**config.mk**
```make
export PLATFORM = sky130hd
export DESIGN_NAME = seq_shift_unit
export DESIGN_NICKNAME = d
export VERILOG_FILES = /design/src/rtl/shift_pkg.sv /design/src/rtl/shift_step.sv /design/src/rtl/seq_shift_unit.sv
export SDC_FILE = /design/constraint.sdc
export NUM_CORES = 1
export LEC_CHECK = 0
export CORE_ASPECT_RATIO = 0.75
export CORE_MARGIN = 8
export CORE_UTILIZATION = 55
export DETAILED_ROUTE_END_ITERATION = 10
export GPL_TIMING_DRIVEN = 0
export PLACE_DENSITY = 0.87
export SYNTH_ARGS = -nofsm -noshare
export SYNTH_HDL_FRONTEND = slang
export SYNTH_SLANG_ARGS = --single-unit
```
**constraint.sdc**
```tcl
create_clock -name clk -period 3.1 [get_ports clk]
set_input_delay 0.465 -clock clk [delete_from_list [all_inputs] [get_ports clk]]
set_output_delay 0.465 -clock clk [all_outputs]
set_load 0.01 [all_outputs]
```
**src/rtl/shift_pkg.sv**
```systemverilog
// Shared types for the sequential shift unit: op codes, FSM state encoding and small helpers.
// Rotate support is selected by the SEQ_SHIFT_ROTATE_EN macro in the RTL that imports this package.
package shift_pkg;

    typedef enum logic [2:0] {
        OP_SLL = 3'b000,
        OP_SRL = 3'b001,
        OP_SRA = 3'b010,
        OP_ROL = 3'b100,
        OP_ROR = 3'b101
    } shift_op_t;

    typedef enum logic [1:0] {
        S_IDLE  = 2'd0,
        S_SHIFT = 2'd1,
        S_DONE  = 2'd2
    } shift_state_t;

    localparam int XLEN_DEFAULT = 32;

    function automatic int shamt_width(input int xlen);
        return $clog2(xlen);
    endfunction

    localparam int SHW = shamt_width(XLEN_DEFAULT);

    // Unlisted codes (and rotates when they are not built) pass the operand through unchanged.
    function automatic logic op_legal(input logic [2:0] op, input logic rot_en);
        case (op)
            3'b000, 3'b001, 3'b010: return 1'b1;
            3'b100, 3'b101:         return rot_en;
            default:                return 1'b0;
        endcase
    endfunction

endpackage

```
**src/rtl/shift_step.sv**
```systemverilog
// Combinational single step: shifts acc_i by k_i (0..STEP) for the given op and captured sign.
// Rotate paths exist only when SEQ_SHIFT_ROTATE_EN is defined.
module shift_step
    import shift_pkg::*;
#(
    parameter int XLEN = 32,
    parameter int SW   = $clog2(XLEN)
) (
    input  shift_op_t         op_i,
    input  logic              sign_i,
    input  logic [XLEN-1:0]   acc_i,
    input  logic [SW-1:0]     k_i,
    output logic [XLEN-1:0]   res_o
);

    logic [XLEN-1:0] ones;
    assign ones = '1;

    always_comb begin
        res_o = acc_i;
        case (op_i)
            OP_SLL: res_o = acc_i << k_i;
            OP_SRL: res_o = acc_i >> k_i;
            // Vacated MSBs take the sign captured at accept, not the current acc MSB.
            OP_SRA: res_o = (acc_i >> k_i) | (sign_i ? ~(ones >> k_i) : '0);
`ifdef SEQ_SHIFT_ROTATE_EN
            OP_ROL: res_o = (acc_i << k_i) | (acc_i >> (XLEN - int'(k_i)));
            OP_ROR: res_o = (acc_i >> k_i) | (acc_i << (XLEN - int'(k_i)));
`endif
            default: res_o = acc_i;
        endcase
    end

endmodule

```
**src/rtl/seq_shift_unit.sv**
```systemverilog
// Multi-cycle shift unit: shifts at most STEP bits per cycle, valid/ready on both sides.
// Define SEQ_SHIFT_ROTATE_EN to build ROL/ROR; otherwise those codes pass the operand through.
module seq_shift_unit
    import shift_pkg::*;
#(
    parameter int XLEN = 32,
    parameter int STEP = 4
) (
    input  logic              clk,
    input  logic              rst,
    input  logic              in_valid,
    output logic              in_ready,
    input  logic [2:0]        in_op,
    input  logic [XLEN-1:0]   in_a,
    input  logic [XLEN-1:0]   in_b,
    output logic              out_valid,
    input  logic              out_ready,
    output logic [XLEN-1:0]   out_result,
    output logic              busy
);

    localparam int SW = shamt_width(XLEN);
`ifdef SEQ_SHIFT_ROTATE_EN
    localparam logic ROT_EN = 1'b1;
`else
    localparam logic ROT_EN = 1'b0;
`endif

    shift_state_t    state_q;
    shift_op_t       op_q;
    logic            sign_q;
    logic            out_valid_q;
    logic [XLEN-1:0] acc_q, acc_d;
    logic [SW-1:0]   rem_q, k_d;
    logic [SW-1:0]   shamt_in;
    logic            unused_b;

    assign shamt_in = in_b[SW-1:0];
    assign unused_b = ^in_b[XLEN-1:SW];

    // STEP may equal XLEN, but rem never exceeds XLEN-1, so k always fits in SW bits.
    assign k_d = (int'(rem_q) > STEP) ? SW'(STEP) : rem_q;

    shift_step #(.XLEN(XLEN), .SW(SW)) u_step (
        .op_i   (op_q),
        .sign_i (sign_q),
        .acc_i  (acc_q),
        .k_i    (k_d),
        .res_o  (acc_d)
    );

    always_ff @(posedge clk) begin
        if (rst) begin
            state_q     <= S_IDLE;
            op_q        <= OP_SLL;
            sign_q      <= 1'b0;
            out_valid_q <= 1'b0;
            acc_q       <= '0;
            rem_q       <= '0;
        end else begin
            case (state_q)
                S_IDLE: begin
                    if (in_valid) begin
                        op_q   <= shift_op_t'(in_op);
                        acc_q  <= in_a;
                        sign_q <= in_a[XLEN-1];
                        if (shamt_in == '0 || !op_legal(in_op, ROT_EN)) begin
                            rem_q       <= '0;
                            state_q     <= S_DONE;
                            out_valid_q <= 1'b1;
                        end else begin
                            rem_q   <= shamt_in;
                            state_q <= S_SHIFT;
                        end
                    end
                end
                S_SHIFT: begin
                    acc_q <= acc_d;
                    rem_q <= rem_q - k_d;
                    if (rem_q == k_d) begin
                        state_q     <= S_DONE;
                        out_valid_q <= 1'b1;
                    end
                end
                S_DONE: begin
                    if (out_ready) begin
                        state_q     <= S_IDLE;
                        out_valid_q <= 1'b0;
                    end
                end
                default: begin
                    state_q     <= S_IDLE;
                    out_valid_q <= 1'b0;
                end
            endcase
        end
    end

    assign in_ready   = (state_q == S_IDLE) && !rst;
    assign out_valid  = out_valid_q;
    assign out_result = acc_q;
    assign busy       = (state_q != S_IDLE);

endmodule
```
# Yosys cells after proc, flatten, opt, wreduce, memory -nomap -nowiden
# Cells that the tools add are included.
[totals]
reg_bits = 44
inputBits = 71
output_inout_bits = 35
elab_cells = 63
[op_classes]
n_addsub = 1
order_cmp = 1
eq_ne = 12
shift = 3
n_mux = 22
n_bitwise = 2
reduce_logical = 16
[op_table]
columns = ["cell", "count"]
rows = [
  ["$pmux 32 s3", 1],
  ["$mux 32", 2],
  ["$pmux 32 s2", 1],
  ["$not 32->32", 1],
  ["$or 32x32->32", 1],
  ["$shl 32x5->32", 1],
  ["$shr 32x5->32", 1],
  ["$shr 32x5->32 const A", 1],
  ["$mux 5", 3],
  ["$pmux 5 s2", 1],
  ["$mux 1", 8],
  ["$mux 2", 4],
  ["$ne 2x2->1 const B", 4],
  ["$eq 3x1->1 const B", 2],
  ["$eq 3x2->1 const B", 2],
  ["$logic_not 3->1", 2],
  ["$pmux 2 s3", 1],
  ["$reduce_and 3->1", 2],
  ["$eq 5x5->1", 1],
  ["$gt 5x3->1 const B", 1],
  ["$logic_not 5->1", 1],
  ["$sub 5x5->5", 1],
  ["$ne 4x1->1 const B", 1],
  ["$reduce_and 2->1", 2],
  ["10 further kinds", 12],
]

# Depth between registers and ports, before layout
# Gate-level depths: netlist of the first run.
[depth]
word_depth = 11
mapped_depth = 12
depth_no_buf = 8

# By module
# From an unflattened synthesis of the first run, not the netlist that was laid out.
[unflattened]
cells_unflattened = 774
area_unflattened_um2 = 6088.3
[by_module_without_submodules]
columns = ["module", "instances", "cells_per_inst", "area_each_um2", "seq_area_each_um2"]
rows = [
  ["shift_step", 1, 507, 4021.4, 0.0],
  ["seq_shift_unit", 1, 267, 2067.0, 880.8],
]

# Least setup slack after synthesis of the first run
# OpenSTA, ideal clock, no wires.
[synth_timing]
kind = "reg-to-reg"
from = "register rem_q[4]"
to = "register acc_q[8], in the netlist out_result[8]"
setup_time_ps = 131
arrival_ps = 1975
required_ps = 2969
slack_ps = 994
stages_incl_launch_ff = 7
path_buffers = 2
synth_period_minus_slack_ps = 2106
path_cell_list = "dfxtp_1 or4b_1 buf_6 buf_6 mux4_2 a2111oi_2 nor3_1"
[synth_between]
elab_chain_len = 8
elab_cells_between_ends = 10
classes_between = "order compare: 1; shift: 3; mux: 4; bitwise: 2"
[synth_rtl]
columns = ["item", "line", "source"]
rows = [
  ["start: declaration", "seq_shift_unit.sv:34", "logic [SW-1:0] rem_q, k_d;"],
  ["start signal: assignment", "seq_shift_unit.sv:72", "rem_q <= shamt_in;"],
  ["start signal: assignment", "seq_shift_unit.sv:79", "rem_q <= rem_q - k_d;"],
  ["$gt 5x3->1", "seq_shift_unit.sv:42", "assign k_d = (int'(rem_q) > STEP) ? SW'(STEP) : rem_q;"],
  ["$mux 5 *", "seq_shift_unit.sv:42", ""],
  ["$shr 32x5->32", "shift_step.sv:25", "OP_SRA: res_o = (acc_i >> k_i) | (sign_i ? ~(ones >> k_i) : '0);"],
  ["$not 32->32", "shift_step.sv:25", ""],
  ["$mux 32", "shift_step.sv:25", ""],
  ["$or 32x32->32", "shift_step.sv:25", ""],
  ["$pmux 32 s3 *", "shift_step.sv:21", "case (op_i)"],
  ["$pmux 32 s2 *", "seq_shift_unit.sv:61", "case (state_q)"],
  ["end signal: assignment", "seq_shift_unit.sv:65", "acc_q <= in_a;"],
  ["end: declaration", "seq_shift_unit.sv:33", "logic [XLEN-1:0] acc_q, acc_d;"],
]
# Every way passes the cells marked *; elsewhere a longest branch is shown, timed or not.
# A chain may end at the register's enable or synchronous reset.

# Final worst setup path of the first run
[layout_timing]
from = "register state_q[0]"
to = "register acc_q[31], in the netlist out_result[31]"
[layout_between]
elab_chain_len = 3
elab_cells_between_ends = 7
classes_between = "eq/ne: 3; mux: 1; reduce/logical: 3"
[layout_rtl]
columns = ["item", "line", "source"]
rows = [
  ["start: declaration", "seq_shift_unit.sv:29", "shift_state_t state_q;"],
  ["start signal: assignment", "seq_shift_unit.sv:54", "state_q <= S_IDLE;"],
  ["start signal: assignment", "seq_shift_unit.sv:69", "state_q <= S_DONE;"],
  ["start signal: assignment", "seq_shift_unit.sv:73", "state_q <= S_SHIFT;"],
  ["$eq 2x1->1 / $logic_not 2->1 (equally long branches)", "seq_shift_unit.sv:61", ""],
  ["$ne 4x1->1 (no line) (tied with other cells)", "n/a", ""],
  ["$reduce_and 3->1 (no line)", "n/a", ""],
]
# Several ways; a longest one is shown, not always the timed one.

==> reports/metrics.cfg, run 1 <==
[die]
io_pins=106
die_area_um2=11600
initial_utilization_pct=55.4
die_w_um=122
core.rowCount=29
core_um2=8310
die_height_um=95.3

[global_routing]
grt_util_all_layers_pct=39.6
grt_max_degree=14
overflow=0
grt_pass1_wl_um=35100
antenna_found_initial=0
grt_pass1_vias=5969

[clocking]
h-tree-depth=2
insertion_delay_ns=0.33
clock-sinks=44
clockRootBuffer=clkbuf_8
cts_buffers=5
clockBufferDepth=2
cts_hold_buf=0
cts_tree=built
clkSlewWorstSetupHoldPaths_ns=0.09

[timing]
slew_viol_final=0
fin_crit_ns=3.26
setup_ws_ns=-0.156
worstMarginPinSlew_ns=1.13
rsz0062_at_grt=no
finalSetupViolations=5
fin_worst_skew_ns=0.00953
fmax_mhz=307
hold_ws_ns=0.477
hold_viol_final=0
slew-limit-headroom_pct=24.2
fin_crit_sh_pct=105

[worst_setup_path]
critPathCaptureType=register
crit_path_max_fanout=10
critPathKind=reg2reg
critical_path_required_ns=3.33
arrival_ns=3.48
start_kind=register

[synth]
yosysTopAreaCell=dfxtp_1
syn_area_per_cell_um2=7.45
synth_ff_type=dfxtp_1
synth_seq_cells=44
seq_area_frac_synth_pct=19.1
yosysTopAreaCellShare_pct=19.1
yosys_warnings=0
synth_area_um2=4610
synth.net_count=691
ys_top_cells_by_area=dfxtp_1, mux4_2, mux2i_1, a21oi_1, nor2_1
synth_edf_count=0
synthDistinctLibCells=68
async_reset_ff_share_pct=0
synthCells=618

[placement]
dp.cells=803
gp_congestion=1.11
dp_hpwl_um=15800
io_buffers=77
placed_area_um2=5510

[detailed_routing]
viasPerCell=7.92
final_antenna_net_count=0
firstDrtPassIters=11
routedWlPerCell_um=29.2
via_count=6439
wl_um=23700
drc=4
first_iter_violations=1633

[pwr]
p_leak_nw=1.97
powerDensity_nw_per_um2=536
clockPowerShare_pct=15.9
combinationalPowerShare_pct=60.1
p_int_w=0.00155
ir_drop_mv=0.357
sw_frac_of_total_pct=49.0
p_switching_w=0.00148
p_seq_share_pct=24.0

[worst_hold_path]
worstHoldPathType=reg2reg

[finish]
syn2layout_area_growth_pct=22.8
n_antenna_cell=0
drive_above_1_share_pct=8.65
nets=777
post-route-cell-area_um2=5660
fin_cells=813

[status]
violations=DRC, setup timing
status=finished with violations

[flow_run]
drv_cap=0

[stage by stage]
stage	util, %	setup slack [ns]	TNS, ns	power (W)
floorplan	-	0.994	0	0.00173
global placement	66.3	-0.0319	-0.0319	0.00238
detailed placement	66.3	-0.0442	-0.0442	0.00239
CTS	67.7	0.0463	0	0.00286
global route	68.1	0.00349	0	0.00308
finish	68.1	-0.156	-0.440	0.00303
[power by group through the flow]
stage	logic, W	clock network (W)	registers [W]
2_1_floorplan	0.000980	0	0.000751
3_3_place_gp	0.00165	0	0.000727
3_5_place_dp	0.00166	0	0.000733
4_1_cts	0.00167	0.000468	0.000720
5_1_grt	0.00185	0.000493	0.000733
6_report	0.00182	0.000482	0.000726
[cell type report]
cell class                 instances  area (um^2)
multi-input combinational        476         3340
fill                             746         2650
sequential                        44          881
timing repair buffer              79          786
buffer                            87          369
tap                              108          135
clock buffer                       6         72.6
inverter                          11         41.3
clock inverter                     2         35.0
[layout by cell type, fill, tap and decap left out, types with 9 or more instances in the layout]
cell	Yosys	routed
clkdlybuf4s50_1	0	77
nor2_1	62	61
clkbuf_1	60	59
a21oi_1	54	54
nand2_1	48	48
dfxtp_1	44	44
mux2i_1	38	38
o21ai_0	33	33
nor3_1	21	21
nand3_1	20	20
mux4_2	19	19
a2111oi_0	12	12
a211oi_1	12	12
inv_1	10	10
a311oi_1	10	10
buf_2	9	9
buf_1	9	9
a221oi_1	9	9
[per-layer routing]
layer | GRT usage, % | vias to the layer above | part of all wire, %
li1 | - | 2525 | -
met1 | 49.4 | 2917 | 35
met2 | 54.5 | 798 | 38
met3 | 19.5 | 199 | 20
met4 | 22.6 | 0 | 6.8
met5 | 0 | - | 0
[logic make-up (layout without fill, tap and decap cells)]
| logic type | count (synthesis) | in the layout | synth area share, % |
|---|---|---|---|
| other | 2 | 2 | 0.163 |
| adder cells (fa/ha/maj) | 2 | 2 | 0.543 |
| AO/OA/AOI/OAI | 203 | 203 | 30.2 |
| multiplexers | 61 | 61 | 18.5 |
| AND/OR/NAND/NOR | 205 | 205 | 22.0 |
| buffers and inverters | 98 | 185 | 8.85 |
| flip-flops | 44 | 44 | 19.1 |
| XOR/XNOR | 3 | 3 | 0.570 |
[sequential cells by signal, indices dropped and copies added (netlist names)]
register and cells:
sign_q 1, out_result 32, rem_q 5, out_valid 1
op_q 3, state_q 2
[timing repair]
action,CTS,global route
endpoints found under the setup margin,1,6
setup buffers,0,2
endpoints found under the hold margin,0,0
gates resized for setup,1,6
pin swaps,0,1
[critical path, cell delays in order, from the launching register on]
cell      delay [ns]
dfxtp_1         0.32
clkbuf_1        0.38
nor2b_1         0.35
clkbuf_1        0.76
clkbuf_1        0.69
o221ai_1        0.33
a311oi_1        0.33
[cell usage after synthesis, types with 5 or more instances]
cell type / instances
a2111oi_0: 12
a211o_1: 5
a211oi_1: 12
a21oi_1: 54
a221oi_1: 9
a311oi_1: 10
a31oi_1: 6
and2_1: 7
buf_1: 9
buf_2: 9
clkbuf_1: 60
clkbuf_2: 5
dfxtp_1: 44
inv_1: 10
mux2i_1: 38
mux4_2: 19
nand2_1: 48
nand3_1: 20
nor2_1: 62
nor2b_1: 5
nor3_1: 21
nor4_1: 8
nor4b_1: 8
o211ai_1: 8
o21ai_0: 33
o221ai_1: 6
o22ai_1: 8
or4_1: 5
[worst paths after layout]
path | startpoint | endpoint | slack (ns) | depth (start not counted)
worst max-delay path | state_q[0] | out_result[31] | -0.16 | 6
worst min-delay path | sign_q | sign_q | 0.48 | 2
worst max register to register | state_q[0] | out_result[31] | -0.16 | 6
worst min register to register | sign_q | sign_q | 0.48 | 2
(Power assumes the default switching activity.)
==> run 2, diff against run 1 <==
--- a/config.mk
+++ b/config.mk
@@ -7,10 +7,10 @@
 export LEC_CHECK = 0
 export CORE_ASPECT_RATIO = 0.75
 export CORE_MARGIN = 8
-export CORE_UTILIZATION = 55
+export CORE_UTILIZATION = 52
 export DETAILED_ROUTE_END_ITERATION = 10
 export GPL_TIMING_DRIVEN = 0
-export PLACE_DENSITY = 0.87
+export PLACE_DENSITY = 0.83
 export SYNTH_ARGS = -nofsm -noshare
 export SYNTH_HDL_FRONTEND = slang
 export SYNTH_SLANG_ARGS = --single-unit
==> constraint.sdc (replaced) <==
create_clock -name clk -period 3.44 [get_ports clk]
set_input_delay 0.516 -clock clk [delete_from_list [all_inputs] [get_ports clk]]
set_output_delay 0.516 -clock clk [all_outputs]
set_load 0.01 [all_outputs]
==> run 2 against run 1 <==
  * The flow now finishes without violations
  * Flip-flop and latch count is the same
  * Power shrank 5.9%
  * Wire length grew 0.24%
  * Register-to-register slack gained 0.28 ns
  * Critical path type unchanged
  * Worst setup slack gained 0.28 ns
  * Clock-buffer cell count is the same
  * Highest routed layer unchanged
  * First-iteration DRC count shrank 22%
  * Clock power grew 22%
==> reports/metrics.cfg, run 2 (same netlist as run 1, synthesis figures left out) <==
[status]
status=completed  ; was finished with violations

[worst_hold_path]
hold_depth=2  ; unchanged
worstHoldPathType=reg2reg  ; unchanged
hp-start=sign_q  ; unchanged
hold-path-endpoint=sign_q  ; unchanged

[detailed_routing]
routedWlPerCell_um=29.3  ; was 29.2 um
firstDrtPassIters=6  ; was 11
drc=0  ; was 4
via_count=6283  ; was 6439
final_antenna_net_count=0  ; unchanged
first_iter_violations=1267  ; was 1633
viasPerCell=7.75  ; was 7.92
wl_um=23800  ; was 23700 um

[clocking]
insertion_delay_ns=0.31  ; was 0.33 ns
h-tree-depth=2  ; unchanged
clockBufferDepth=2  ; unchanged
clkSlewWorstSetupHoldPaths_ns=0.07  ; was 0.09 ns
cts_tree=built  ; unchanged
cts_hold_buf=0  ; unchanged
clockRootBuffer=clkbuf_16  ; was clkbuf_8
cts_resized=0  ; was 1
postCtsSetupRepairBufs=0  ; unchanged
clock-sinks=44  ; unchanged
cts_buffers=5  ; unchanged

[worst_setup_path]
r2r_setup_slack_ns=0.13  ; was -0.16 ns
cp_common_cell=nor4_1  ; was clkbuf_1
critPathKind=reg2reg  ; unchanged
start_kind=register  ; unchanged
cpMaxStageDelayCell=nor4_2  ; was clkbuf_1
crit_path_max_fanout=10  ; unchanged
cpLargestDelayFamily=simple AND/OR/NAND/NOR gates  ; was buffers and inverters
critPathCaptureType=register  ; unchanged
crit_chain=clkbuf_1 -> nor4_2 -> o21ai_0 -> o22ai_1 -> nor4_1 -> nor4_1  ; was clkbuf_1 -> nor2b_1 -> clkbuf_1 -> clkbuf_1 -> o221ai_1 -> a311oi_1
critical_path_required_ns=3.65  ; was 3.33 ns
crit_path_max_incr_delay_ns=1.15  ; was 0.76 ns
r2r-end=out_result[15]  ; was out_result[31]
arrival_ns=3.52  ; was 3.48 ns
path_buf_inv=1  ; was 3
r2r_start=rem_q[4]  ; was state_q[0]
r2r.worst_path.cells=6  ; unchanged

[pwr]
ir_drop_mv=0.316  ; was 0.357 mV
powerDensity_nw_per_um2=502  ; was 536 nW/um^2
p_leak_nw=1.97  ; about the same

[flow_run]
drv_cap=0  ; unchanged

[timing]
setup_ws_ns=0.128  ; was -0.156 ns
fin_crit_sh_pct=96.3  ; was 105%
worstMarginPinSlew_ns=1.28  ; was 1.13 ns
hold_viol_final=0  ; unchanged
fin_crit_ns=3.31  ; was 3.26 ns
final.setup.tns_ns=0  ; was -0.440 ns
finalSetupViolations=0  ; was 5
slew-limit-headroom_pct=14.0  ; was 24.2%
hold_ws_ns=0.463  ; was 0.477 ns
slew_viol_final=0  ; unchanged
fin_worst_skew_ns=0.00799  ; was 0.00953 ns
rsz0062_at_grt=no  ; unchanged
fmax_mhz=302  ; was 307 MHz

[global_routing]
grt_pass1_vias=5940  ; was 5969
grt_pass1_wl_um=35500  ; was 35100 um
grt_max_degree=14  ; unchanged
grt_util_all_layers_pct=36.8  ; was 39.6%
antenna_found_initial=0  ; unchanged
overflow=0  ; unchanged

[finish]
syn2layout_area_growth_pct=23.2  ; was 22.8%
final_common_cell=clkdlybuf4s50_1  ; unchanged
final_cell_mix=clkdlybuf4s50_1, nor2_1, clkbuf_1  ; unchanged
fill_cells=759  ; was 746
largest_reg_flops=32  ; unchanged
fin_util_pct=66.6  ; was 68.1%
nets=775  ; was 777
n_antenna_cell=0  ; unchanged
seqCellArea_um2=881  ; unchanged
drive_above_1_share_pct=7.97  ; was 8.65%
post-route-cell-area_um2=5680  ; was 5660 um^2
multi_input_area_um2=3320  ; was 3340 um^2

[die]
initial_utilization_pct=54.0  ; was 55.4%
die_area_um2=12200  ; was 11600 um^2
die_height_um=97.5  ; was 95.3 um
die_w_um=125  ; was 122 um
core_um2=8530  ; was 8310 um^2
core.rowCount=29  ; unchanged
io_pins=106  ; unchanged

[placement]
placed_area_um2=5510  ; unchanged
dp_slack_ns=0.363  ; was -0.0442 ns
io_buffers=77  ; unchanged
dp_hpwl_um=16100  ; was 15800 um
gp_congestion=1.07  ; was 1.11

## run 2: cell types whose count changed in the layout (fill, tap and decap cells not counted), sizes merged
cell  delta
buf      -2
## run 2: through the flow
stage          total power (W)  std cells
6_report               0.00285        811
5_1_grt                0.00290        811
4_1_cts                0.00273        811
3_5_place_dp           0.00216        803
3_3_place_gp           0.00215        803
2_1_floorplan          0.00156        618
## run 2: area by class of cell
class                           instances  share of cell area, %
Multi-Input combinational cell        476                   58.5
Sequential cell                        44                   15.5
Clock inverter                          2                  0.617
Buffer                                 87                   6.46
Clock buffer                            6                   2.27
Timing Repair Buffer                   77                   13.6
Tap cell                              108                   2.38
Inverter                               11                  0.727
## run 2: worst max-delay path by stage
stage,from,to,slack [ns],depth (start not counted)
after floorplan,rem_q[4],out_result[8],1.33,6
after global placement,in_valid,out_result[0],0.38,6
after detailed placement,in_valid,out_result[0],0.36,6
after CTS,rem_q[4],out_result[1],0.46,6
after global routing,rem_q[4],out_result[15],0.13,6
final,rem_q[4],out_result[15],0.13,6
## run 2: worst register-to-register path, cell delays in order, from the launching register on
cell	delay (ns)
dfxtp_1	0.35
clkbuf_1	0.28
nor4_2	1.15
o21ai_0	0.65
o22ai_1	0.39
nor4_1	0.12
nor4_1	0.30
## run 2: metal layers
layer	routed length [um]	vias to the layer above	track usage, %	part of all wire [%]
met3	4480	172	19.2	19
met2	9390	725	51.2	39
li1	-	2521	-	-
met4	1530	0	22.0	6.4
met1	8380	2865	43.9	35
met5	0	-	0	0
## run 2: report_power, final
part           switching, W  internal (W)  total [W]
clock              0.000246      0.000343   0.000590
combinational       0.00103      0.000579    0.00161
sequential        0.0000649      0.000586   0.000651
total               0.00134       0.00151    0.00285
